<file path="config.mk">
export PLATFORM = sky130hd
export DESIGN_NAME = pc_fetch_ctrl_flat
export DESIGN_NICKNAME = d
export VERILOG_FILES = /design/src/rtl/pc_pkg.sv /design/src/rtl/pc_fetch_ctrl_if.sv /design/src/rtl/pc_target_calc.sv /design/src/rtl/pc_fetch_ctrl.sv /design/src/flat_wrapper.sv
export SDC_FILE = /design/constraint.sdc
export NUM_CORES = 1
export LEC_CHECK = 0
export BUFFER_PORTS_ARGS = -buffer_cell sky130_fd_sc_hd__buf_2
export CORE_ASPECT_RATIO = 2
export CORE_MARGIN = 10
export CORE_UTILIZATION = 25
export CTS_CLUSTER_DIAMETER = 60
export DETAILED_ROUTE_END_ITERATION = 16
export GPL_ROUTABILITY_DRIVEN = 0
export PLACE_DENSITY_LB_ADDON = 0.25
export SYNTH_ARGS = -nofsm -noshare
export SYNTH_HDL_FRONTEND = slang
export SYNTH_SLANG_ARGS = --single-unit
</file>
<file path="constraint.sdc">
create_clock -name clk -period 2.95 [get_ports clk]
set_input_delay 0.1475 -clock clk [delete_from_list [all_inputs] [get_ports clk]]
set_output_delay 0.1475 -clock clk [all_outputs]
set_load 0.01 [all_outputs]
</file>
<file path="src/rtl/pc_pkg.sv">
// Shared types for the PC/fetch stage: FSM states, next-PC select codes and default vectors.
// Pure declarations; no latency or flow control of its own.
package pc_pkg;

    localparam int PC_XLEN = 32;
    localparam logic [31:0] PC_RESET_VEC = 32'h0000_0000;
    localparam logic [31:0] PC_TRAP_VEC  = 32'h0000_0100;

    typedef enum logic [1:0] {
        S_FETCH,
        S_EXEC,
        S_TRAP
    } pc_state_t;

    typedef enum logic [1:0] {
        SEL_SEQ,
        SEL_BR,
        SEL_JAL,
        SEL_JALR
    } pc_sel_t;

    function automatic logic [31:0] sat_inc32(input logic [31:0] v);
        return (v == 32'hFFFF_FFFF) ? v : v + 32'd1;
    endfunction

endpackage

</file>
<file path="src/rtl/pc_fetch_ctrl_if.sv">
// Instruction-memory request bus: controller raises imem_req with imem_addr, memory answers with imem_ready.
// Ready may take any number of cycles; address is held stable while req is high.
interface pc_fetch_ctrl_if #(
    parameter int XLEN = 32
);
    logic            imem_req;
    logic [XLEN-1:0] imem_addr;
    logic            imem_ready;

    modport master (
        output imem_req,
        output imem_addr,
        input  imem_ready
    );

    modport slave (
        input  imem_req,
        input  imem_addr,
        output imem_ready
    );
endinterface

</file>
<file path="src/rtl/pc_target_calc.sv">
// Next-PC select, adders and misalignment check; purely combinational, zero latency.
// No handshake: outputs follow inputs every cycle.
module pc_target_calc
    import pc_pkg::*;
#(
    parameter int XLEN = PC_XLEN
) (
    input  logic [XLEN-1:0] pc,
    input  logic [XLEN-1:0] imm,
    input  logic [XLEN-1:0] rs1_val,
    input  logic            is_branch,
    input  logic            branch_next,
    input  logic            is_jal,
    input  logic            is_jalr,
    output logic [XLEN-1:0] pc_plus4,
    output logic [XLEN-1:0] target,
    output pc_sel_t         sel,
    output logic            misaligned
);

    logic [XLEN-1:0] pc_rel;
    logic [XLEN-1:0] reg_rel;

    // All sums wrap modulo 2^XLEN by construction of the operand width.
    assign pc_plus4 = pc + XLEN'(4);
    assign pc_rel   = pc + imm;
    assign reg_rel  = rs1_val + imm;

    always_comb begin
        sel = SEL_SEQ;
        if (is_jalr) begin
            sel = SEL_JALR;
        end else if (is_jal) begin
            sel = SEL_JAL;
        end else if (is_branch && branch_next) begin
            sel = SEL_BR;
        end
    end

    always_comb begin
        target = pc_plus4;
        case (sel)
            SEL_JALR: target = {reg_rel[XLEN-1:1], 1'b0};
            SEL_JAL:  target = pc_rel;
            SEL_BR:   target = pc_rel;
            default:  target = pc_plus4;
        endcase
    end

    assign misaligned = |target[1:0];

endmodule

</file>
<file path="src/rtl/pc_fetch_ctrl.sv">
// PC register + fetch/exec/trap FSM driving imem req/ready; PC_STATS_EN adds taken/retired counters.
// Fetch holds req until imem_ready (unbounded); next PC registers one cycle after exec_done.
module pc_fetch_ctrl
    import pc_pkg::*;
#(
    parameter int              XLEN      = PC_XLEN,
    parameter logic [XLEN-1:0] RESET_VEC = XLEN'(PC_RESET_VEC),
    parameter logic [XLEN-1:0] TRAP_VEC  = XLEN'(PC_TRAP_VEC)
) (
    input  logic              clk,
    input  logic              rst,
    input  logic              branch_next,
    input  logic              is_branch,
    input  logic              is_jal,
    input  logic              is_jalr,
    input  logic [XLEN-1:0]   imm,
    input  logic [XLEN-1:0]   rs1_val,
    input  logic              exec_done,
    pc_fetch_ctrl_if.master   imem,
    output logic [XLEN-1:0]   pc,
    output logic [XLEN-1:0]   pc_plus4,
    output logic              instr_valid,
    output logic              trap
`ifdef PC_STATS_EN
    ,
    output logic [31:0]       cnt_taken,
    output logic [31:0]       cnt_retired
`endif
);

    pc_state_t       state;
    pc_state_t       state_nxt;
    logic [XLEN-1:0] pc_nxt;
    logic            instr_valid_nxt;
    logic            req;
    logic [XLEN-1:0] target;
    pc_sel_t         sel;
    logic            misaligned;

    pc_target_calc #(
        .XLEN (XLEN)
    ) u_target (
        .pc          (pc),
        .imm         (imm),
        .rs1_val     (rs1_val),
        .is_branch   (is_branch),
        .branch_next (branch_next),
        .is_jal      (is_jal),
        .is_jalr     (is_jalr),
        .pc_plus4    (pc_plus4),
        .target      (target),
        .sel         (sel),
        .misaligned  (misaligned)
    );

    always_ff @(posedge clk or posedge rst) begin
        if (rst) begin
            state       <= S_FETCH;
            pc          <= RESET_VEC;
            instr_valid <= 1'b0;
        end else begin
            state       <= state_nxt;
            pc          <= pc_nxt;
            instr_valid <= instr_valid_nxt;
        end
    end

    always_comb begin
        state_nxt       = state;
        pc_nxt          = pc;
        instr_valid_nxt = 1'b0;
        req             = 1'b0;
        trap            = 1'b0;
        case (state)
            S_FETCH: begin
                req = 1'b1;
                if (imem.imem_ready) begin
                    instr_valid_nxt = 1'b1;
                    state_nxt       = S_EXEC;
                end
            end
            S_EXEC: begin
                if (exec_done) begin
                    // A misaligned target leaves pc untouched; the trap cycle redirects it.
                    if (misaligned) begin
                        state_nxt = S_TRAP;
                    end else begin
                        pc_nxt    = target;
                        state_nxt = S_FETCH;
                    end
                end
            end
            S_TRAP: begin
                trap      = 1'b1;
                pc_nxt    = TRAP_VEC;
                state_nxt = S_FETCH;
            end
            default: begin
                state_nxt = S_FETCH;
            end
        endcase
    end

    assign imem.imem_req  = req;
    assign imem.imem_addr = pc;

`ifdef PC_STATS_EN
    logic retire;
    logic taken;

    assign retire = (state == S_EXEC) && exec_done;
    assign taken  = retire && !misaligned && (sel != SEL_SEQ);

    always_ff @(posedge clk or posedge rst) begin
        if (rst) begin
            cnt_taken   <= 32'd0;
            cnt_retired <= 32'd0;
        end else begin
            if (retire) begin
                cnt_retired <= sat_inc32(cnt_retired);
            end
            if (taken) begin
                cnt_taken <= sat_inc32(cnt_taken);
            end
        end
    end
`else
    logic unused_sel;
    assign unused_sel = ^sel;
`endif

endmodule

</file>
<file path="src/flat_wrapper.sv">
// flat-port wrapper written by rule: the top's interface ports become plain ports
module pc_fetch_ctrl_flat import pc_pkg::*;
#(
    parameter int              XLEN      = PC_XLEN,
    parameter logic [XLEN-1:0] RESET_VEC = XLEN'(PC_RESET_VEC),
    parameter logic [XLEN-1:0] TRAP_VEC  = XLEN'(PC_TRAP_VEC)
)
  (clk, rst, branch_next, is_branch, is_jal, is_jalr, imm, rs1_val, exec_done, pc, pc_plus4, instr_valid, trap, imem_imem_req, imem_imem_addr, imem_imem_ready);
  pc_fetch_ctrl_if #(.XLEN(XLEN)) imem_i ();
  input  logic clk;
  input  logic rst;
  input  logic branch_next;
  input  logic is_branch;
  input  logic is_jal;
  input  logic is_jalr;
  input  logic [XLEN-1:0] imm;
  input  logic [XLEN-1:0] rs1_val;
  input  logic exec_done;
  output logic [XLEN-1:0] pc;
  output logic [XLEN-1:0] pc_plus4;
  output logic instr_valid;
  output logic trap;
  output wire logic [$bits(imem_i.imem_req)-1:0] imem_imem_req;
  output wire logic [$bits(imem_i.imem_addr)-1:0] imem_imem_addr;
  input wire logic [$bits(imem_i.imem_ready)-1:0] imem_imem_ready;
  assign imem_imem_req = imem_i.imem_req;
  assign imem_imem_addr = imem_i.imem_addr;
  assign imem_i.imem_ready = imem_imem_ready;
  pc_fetch_ctrl #(.XLEN(XLEN), .RESET_VEC(RESET_VEC), .TRAP_VEC(TRAP_VEC)) u_core (.clk(clk), .rst(rst), .branch_next(branch_next), .is_branch(is_branch), .is_jal(is_jal), .is_jalr(is_jalr), .imm(imm), .rs1_val(rs1_val), .exec_done(exec_done), .imem(imem_i), .pc(pc), .pc_plus4(pc_plus4), .instr_valid(instr_valid), .trap(trap));
endmodule
</file>
-- Yosys cells after proc, flatten, opt, wreduce, memory -nomap -nowiden
Cells that the tools add are included.
- bits in latches: 0
- RAM bits: 0
- output and inout port bits: 99
- logic and storage cells: 36
- memory bits (read-only): 0
- memories kept: 0
- bits of input ports: 72
- bits in registers: 35
- shift-type cells: 0
- reductions and logical operators: 7
- multiplexer cells: 15
- bitwise logic cells: 0
- multipliers: 0
- divide/modulo/power cells: 0
- equal/unequal tests: 8
- magnitude comparators: 0
- add/sub/neg operators: 3
- operator list (operator ; count):
    one-hot mux 32 bit (2 select lines) ; 2
    adder 32 bit ; 2
    2-to-1 mux 32 bit ; 2
    adder 32 x 3 -> 32 bit (second input constant) ; 1
    2-to-1 mux 2 bit ; 5
    equality test 2 bit (second input constant) ; 3
    inequality test 2 bit (second input constant) ; 3
    2-to-1 mux 1 bit ; 5
    equality test 2 x 1 -> 1 bit (second input constant) ; 2
    one-hot mux 2 bit (2 select lines) ; 1
    OR reduction 2 bit ; 2
    AND reduction 3 bit ; 1
    logical NOT 2 bit ; 1
    AND reduction 2 bit ; 1
    nonzero test 2 bit ; 1
    logical AND 1 bit ; 1

-- Logic depth before layout (Yosys ltp)
- word-level depth: 11
- gate-level depth with buffers: 14
- gate-level depth less buffers: 13

-- Hierarchy
Synthesis repeated with hierarchy kept, for this count alone.
- cell total of the unflattened synthesis: 854
- area, all modules: 6446.2 µm²
- modules (own cells, without submodules) (module ; times used ; area an instance (µm²) ; cells an instance ; sequential area each (µm²)):
    pc_target_calc ; 1 ; 4453.0 ; 661 ; 0.0
    pc_fetch_ctrl ; 1 ; 1993.2 ; 193 ; 875.8

-- Worst setup path after synthesis
Ideal clock, no wire load.
- kind: register to register
- start point: reg u_core.pc[6] (netlist: u_core.imem.imem_addr[6])
- end point: reg u_core.pc[15] (netlist: u_core.imem.imem_addr[15])
- arrival time: 2.703 ns
- clock period less this slack: 2.824 ns
- path buffers: 0
- setup time: 0.121 ns
- slack: 0.126 ns
- stages on the path, launching flop included: 11
- required time: 2.829 ns
- path through: dfrtp_1 ha_1 a211o_1 a21oi_2 nor3b_4 nor2_2 a311o_2 xor2_1 a221o_1 a31oi_1 o21ai_1
- longest elaborated chain between the ends: 5
- elaborated cells between the ends (all ways): 6
- those cells by class: 2 x add/sub; 4 x mux
- ends and longest elaborated chain (what ; line ; RTL):
    from (decl) ; pc_fetch_ctrl.sv:20 ; output logic [XLEN-1:0] pc,
    from (signal assigned) ; pc_fetch_ctrl.sv:63 ; pc <= pc_nxt;
    adder 32 x 3 -> 32 bit or adder 32 bit (tied branches) ; pc_target_calc.sv:25, pc_target_calc.sv:26 ;
    one-hot mux 32 bit (2 select lines) (*) ; pc_target_calc.sv:42 ; case (sel)
    2-to-1 mux 32 bit (*) ; pc_fetch_ctrl.sv:85 ; if (misaligned) begin
    2-to-1 mux 32 bit (*) ; pc_fetch_ctrl.sv:83 ; if (exec_done) begin
    one-hot mux 32 bit (2 select lines) (*) ; pc_fetch_ctrl.sv:74 ; case (state)
Every way passes the cells marked *; elsewhere a longest branch is shown, timed or not. The select of a mux whose other input is x is not followed.
A chain may end at the register's enable or synchronous reset.

-- Worst setup path in the final report
- start point: reg u_core.pc[1] (netlist: u_core.imem.imem_addr[1])
- end point: reg u_core.pc[15] (netlist: u_core.imem.imem_addr[15])
- longest elaborated chain between the ends: 5
- elaborated cells between the ends (all ways): 9
- those cells by class: 2 x add/sub; 1 x eq/ne; 4 x mux; 2 x reduce/logical
- ends and longest elaborated chain (what ; line):
    adder 32 x 3 -> 32 bit or adder 32 bit (tied branches) ; pc_target_calc.sv:25, pc_target_calc.sv:26
    one-hot mux 32 bit (2 select lines) (*) ; pc_target_calc.sv:42
    2-to-1 mux 32 bit or OR reduction 2 bit (tied branches) ; pc_fetch_ctrl.sv:85, pc_target_calc.sv:50
    2-to-1 mux 32 bit or inequality test 2 bit (tied branches) ; --
    one-hot mux 32 bit (2 select lines) or AND reduction 3 bit (tied branches) ; --
Marks and branches as above.

==> metrics.md <==
| Metric | Value |
|---|---|
| Slew @ Worst Pin | `470 ps` |
| Hpwl dp | `23600 µm` |
| Final Util | `32.3%` |
| Setup Skew | `7.78 ps` |
| Fraction of registers with async set/reset | `100%` |
| Syn_area_per_cell | `7.56 µm²` |
| Die Y | `243 µm` |
| Clock sinks | `35` |
| Syn Inst Count | `821` |
| DR iter-0 viols | `301` |
| Via-to-Cell Ratio | `5.27` |
| Library cells used by synthesis | `77` |
| Antenna-violating nets left | `0` |
| Max incr delay on CP | `430 ps` |
| Run status | `complete, no violations` |
| CTS root buf | `clkbuf_16` |
| CORE AREA | `24400 µm²` |
| Flop-to-flop setup slack | `120 ps` |
| TritonCTS Buffers | `5` |
| First-pass GRT wire length | `43300 µm` |
| Syn nets | `959` |
| TritonRoute pass-1 iters | `7` |
| Largest net degree at the start of global routing | `29` |
| Crit path cell chain | `ha_1, a21oi_1, o21bai_2, nor3b_4, nor2_2, a311o_2, xor2_1, a221o_1, a31oi_1, o21ai_1` |
| Non-filler instance count after layout | `1333` |
| Unrepaired setup endpoints after global routing | `no` |
| Synth area leader | `dfrtp_1` |
| Max stage delay cell, worst path | `dfrtp_2` |
| Worst Setup EP | `u_core.imem.imem_addr[15]` |
| Vias in the first global route | `7575` |
| Top cells by count, synth | `nand2_1, ha_1, nor2_1` |
| Placed instance count | `1318` |
| Initial antenna violation count | `0` |
| Pwr Total | `0.00625 W` |
| Cell area after synthesis | `6210 µm²` |
| Crit Path Max Fanout | `6` |
| Clock Pin Slew Worst Setup and Hold Paths | `60 ps` |
| Worst slew margin | `68.7%` |
| PortBufs | `170` |
| Setup TNS | `0 ps` |
| Initial core utilization | `25.4%` |
| R2R depth | `10` |
| Startpoint Class | `register` |
| Worst skew pair latency | `300 ps` |
| Power per cell area | `791 nW/µm²` |
| Post-synth EDFFs | `0` |
| Peak supply drop | `0.246 mV` |
| Layout area overhead | `27.3%` |
| Top_reg_cell synth | `dfrtp_1` |
| GR Overflow Total | `0` |
| Final Critical Period | `2830 ps` |
| Seq/Total Area, Yosys | `14.1%` |
| DR WL/cell | `21.3 µm` |
| Origin of the critical flop-to-flop path | `u_core.imem.imem_addr[1]` |
| DIE AREA | `31900 µm²` |
| Leakage | `3.89 nW` |
| Vias | `7022` |
| Syn. warnings | `0` |
| Worst r2r dst | `u_core.imem.imem_addr[15]` |
| Clock Tree Buf Depth | `2` |
| Top cells by area, synth | `dfrtp_1, ha_1, xnor2_1` |
| Fin. Hold Viols | `0` |
| Data required time of the worst path | `3140 ps` |
| Fin crit share | `95.9%` |
| Nets | `1139` |
| H-Tree Depth | `2` |
| GRT Total Usage | `17.1%` |
| Cell depth of the worst hold path | `2` |
| Final Max Slew Viols | `0` |
| Crit path kind | `register to register` |
| Crit path launch | `u_core.imem.imem_addr[1]` |
| Fmax | `0.353 GHz` |
| Critical path capture point type | `register` |
| Worst min-delay path class | `primary input to register` |
| Die Wd | `131 µm` |
| Critical path arrival | `3020 ps` |
| Max Cap Viol | `0` |
| CTS tree | `yes` |
| Diodes inserted | `0` |
| DRC violations left | `0` |
| FF+latch count, synth | `35` |
| # fillers | `2713` |
| Layout cells sized above 1 | `29.8%` |
| Final setup fails | `0` |
| Yosys top cell area share | `14.1%` |
| Ports | `171` |
| WL final | `28300 µm` |
| Most common cell in the netlist | `nand2_1` |
| Core Rows | `81` |
[stage by stage]
stage | hold slack, ps | cell area, µm² | setup slack [ps]
floorplan | 276 | 6210 | 126
global placement | 130 | 7580 | 25.1
global route | 100 | 7900 | 3.72
detailed placement | 136 | 7580 | -23.5
finish | 83.1 | 7900 | 121
CTS | 82.5 | 7740 | 26.2
[registers in the layout, indices dropped and copies added, names as in the netlist]
name,cells
u_core.imem.imem_addr,32
u_core.instr_valid,1
u_core.state,2
[cells in the final DEF, fill, tap and decap left out, types with 4 or more instances in the layout]
cell and count:
nand4_1 14, o21a_1 23, dfrtp_1 34, nor2_2 4
o21ai_0 29, a22oi_1 10, a211o_1 4, a31oi_1 15
a221oi_1 12, inv_1 24, nor3_1 13, xor2_1 32
o2bb2ai_1 4, and2_1 6, a22o_1 4, nor2_1 56
buf_2 170, o21bai_1 6, ha_1 62, o21ai_1 16
nor2b_1 7, mux2i_1 5, or3_1 4, a31o_2 4
nand3_1 31, and3_1 19, clkbuf_16 5, o211ai_1 5
o31ai_1 11, xnor2_1 43, buf_4 75, a21oi_1 51
a21o_1 39, o221ai_1 7, nand2_1 74
[per-layer routing]
metal | GRT usage [%] | up-vias | part of all wire [%]
met5 | 0 | - | 0
met4 | 10.1 | 0 | 5.1
met3 | 2.09 | 68 | 3.0
met2 | 34.1 | 214 | 56
met1 | 16.1 | 3362 | 35
li1 | - | 3378 | -
[layout make-up]
cell class	count	area, µm²	share of cell area [%]
timing repair buffer	246	1420	18.0
sequential	35	877	11.1
clock buffer	6	139	1.76
clock inverter	1	5.00	0.0634
inverter	26	97.6	1.24
tap	332	415	5.26
multi-input combinational	687	4940	62.6
[power by group]
| group | total [W] | leakage (nW) | switching (W) | internal, W |
|---|---|---|---|---|
| Clock | 0.000586 | 0.0727 | 0.000254 | 0.000332 |
| Sequential | 0.000901 | 0.450 | 0.000236 | 0.000665 |
| Combinational | 0.00476 | 3.37 | 0.00270 | 0.00206 |
| Total | 0.00625 | 3.89 | 0.00319 | 0.00306 |
[worst min-delay path by stage]
| stage | slack, ps | start | to |
|---|---|---|---|
| 2_1_floorplan | 280 | imem_imem_ready | u_core.instr_valid |
| 3_3_place_gp | 130 | rst | u_core.instr_valid |
| 3_5_place_dp | 140 | rst | u_core.instr_valid |
| 4_1_cts | 80 | imem_imem_ready | u_core.instr_valid |
| 5_1_grt | 100 | imem_imem_ready | u_core.instr_valid |
| 6_report | 80 | imem_imem_ready | u_core.instr_valid |
[critical path: cells and delay by family, from the launching register on]
| family | cells | cell delay (ps) |
|---|---|---|
| AOI/OAI and AO/OA | 6 | 1460 |
| xor gates and xnor gates | 1 | 150 |
| adders and majority gates | 1 | 290 |
| DFF | 1 | 430 |
| and+or+nand+nor | 2 | 380 |
[cells by family after synthesis]
family / share of synthesized area [%]
mux: 0.988
buf+inv: 8.20
compound gates: 32.4
fa+ha+maj: 13.5
flops: 14.1
simple gates: 20.2
xor+xnor: 10.6
[timing repair]
item	in CTS	in global routing
pin swaps	0	11
setup endpoints to repair	1	15
gates resized for setup	1	23
buffers inserted	0	7
cloned	0	0
endpoints found under the hold margin	7	0
hold buffers	1	0
No activity file was read; power rests on OpenSTA's default activity.
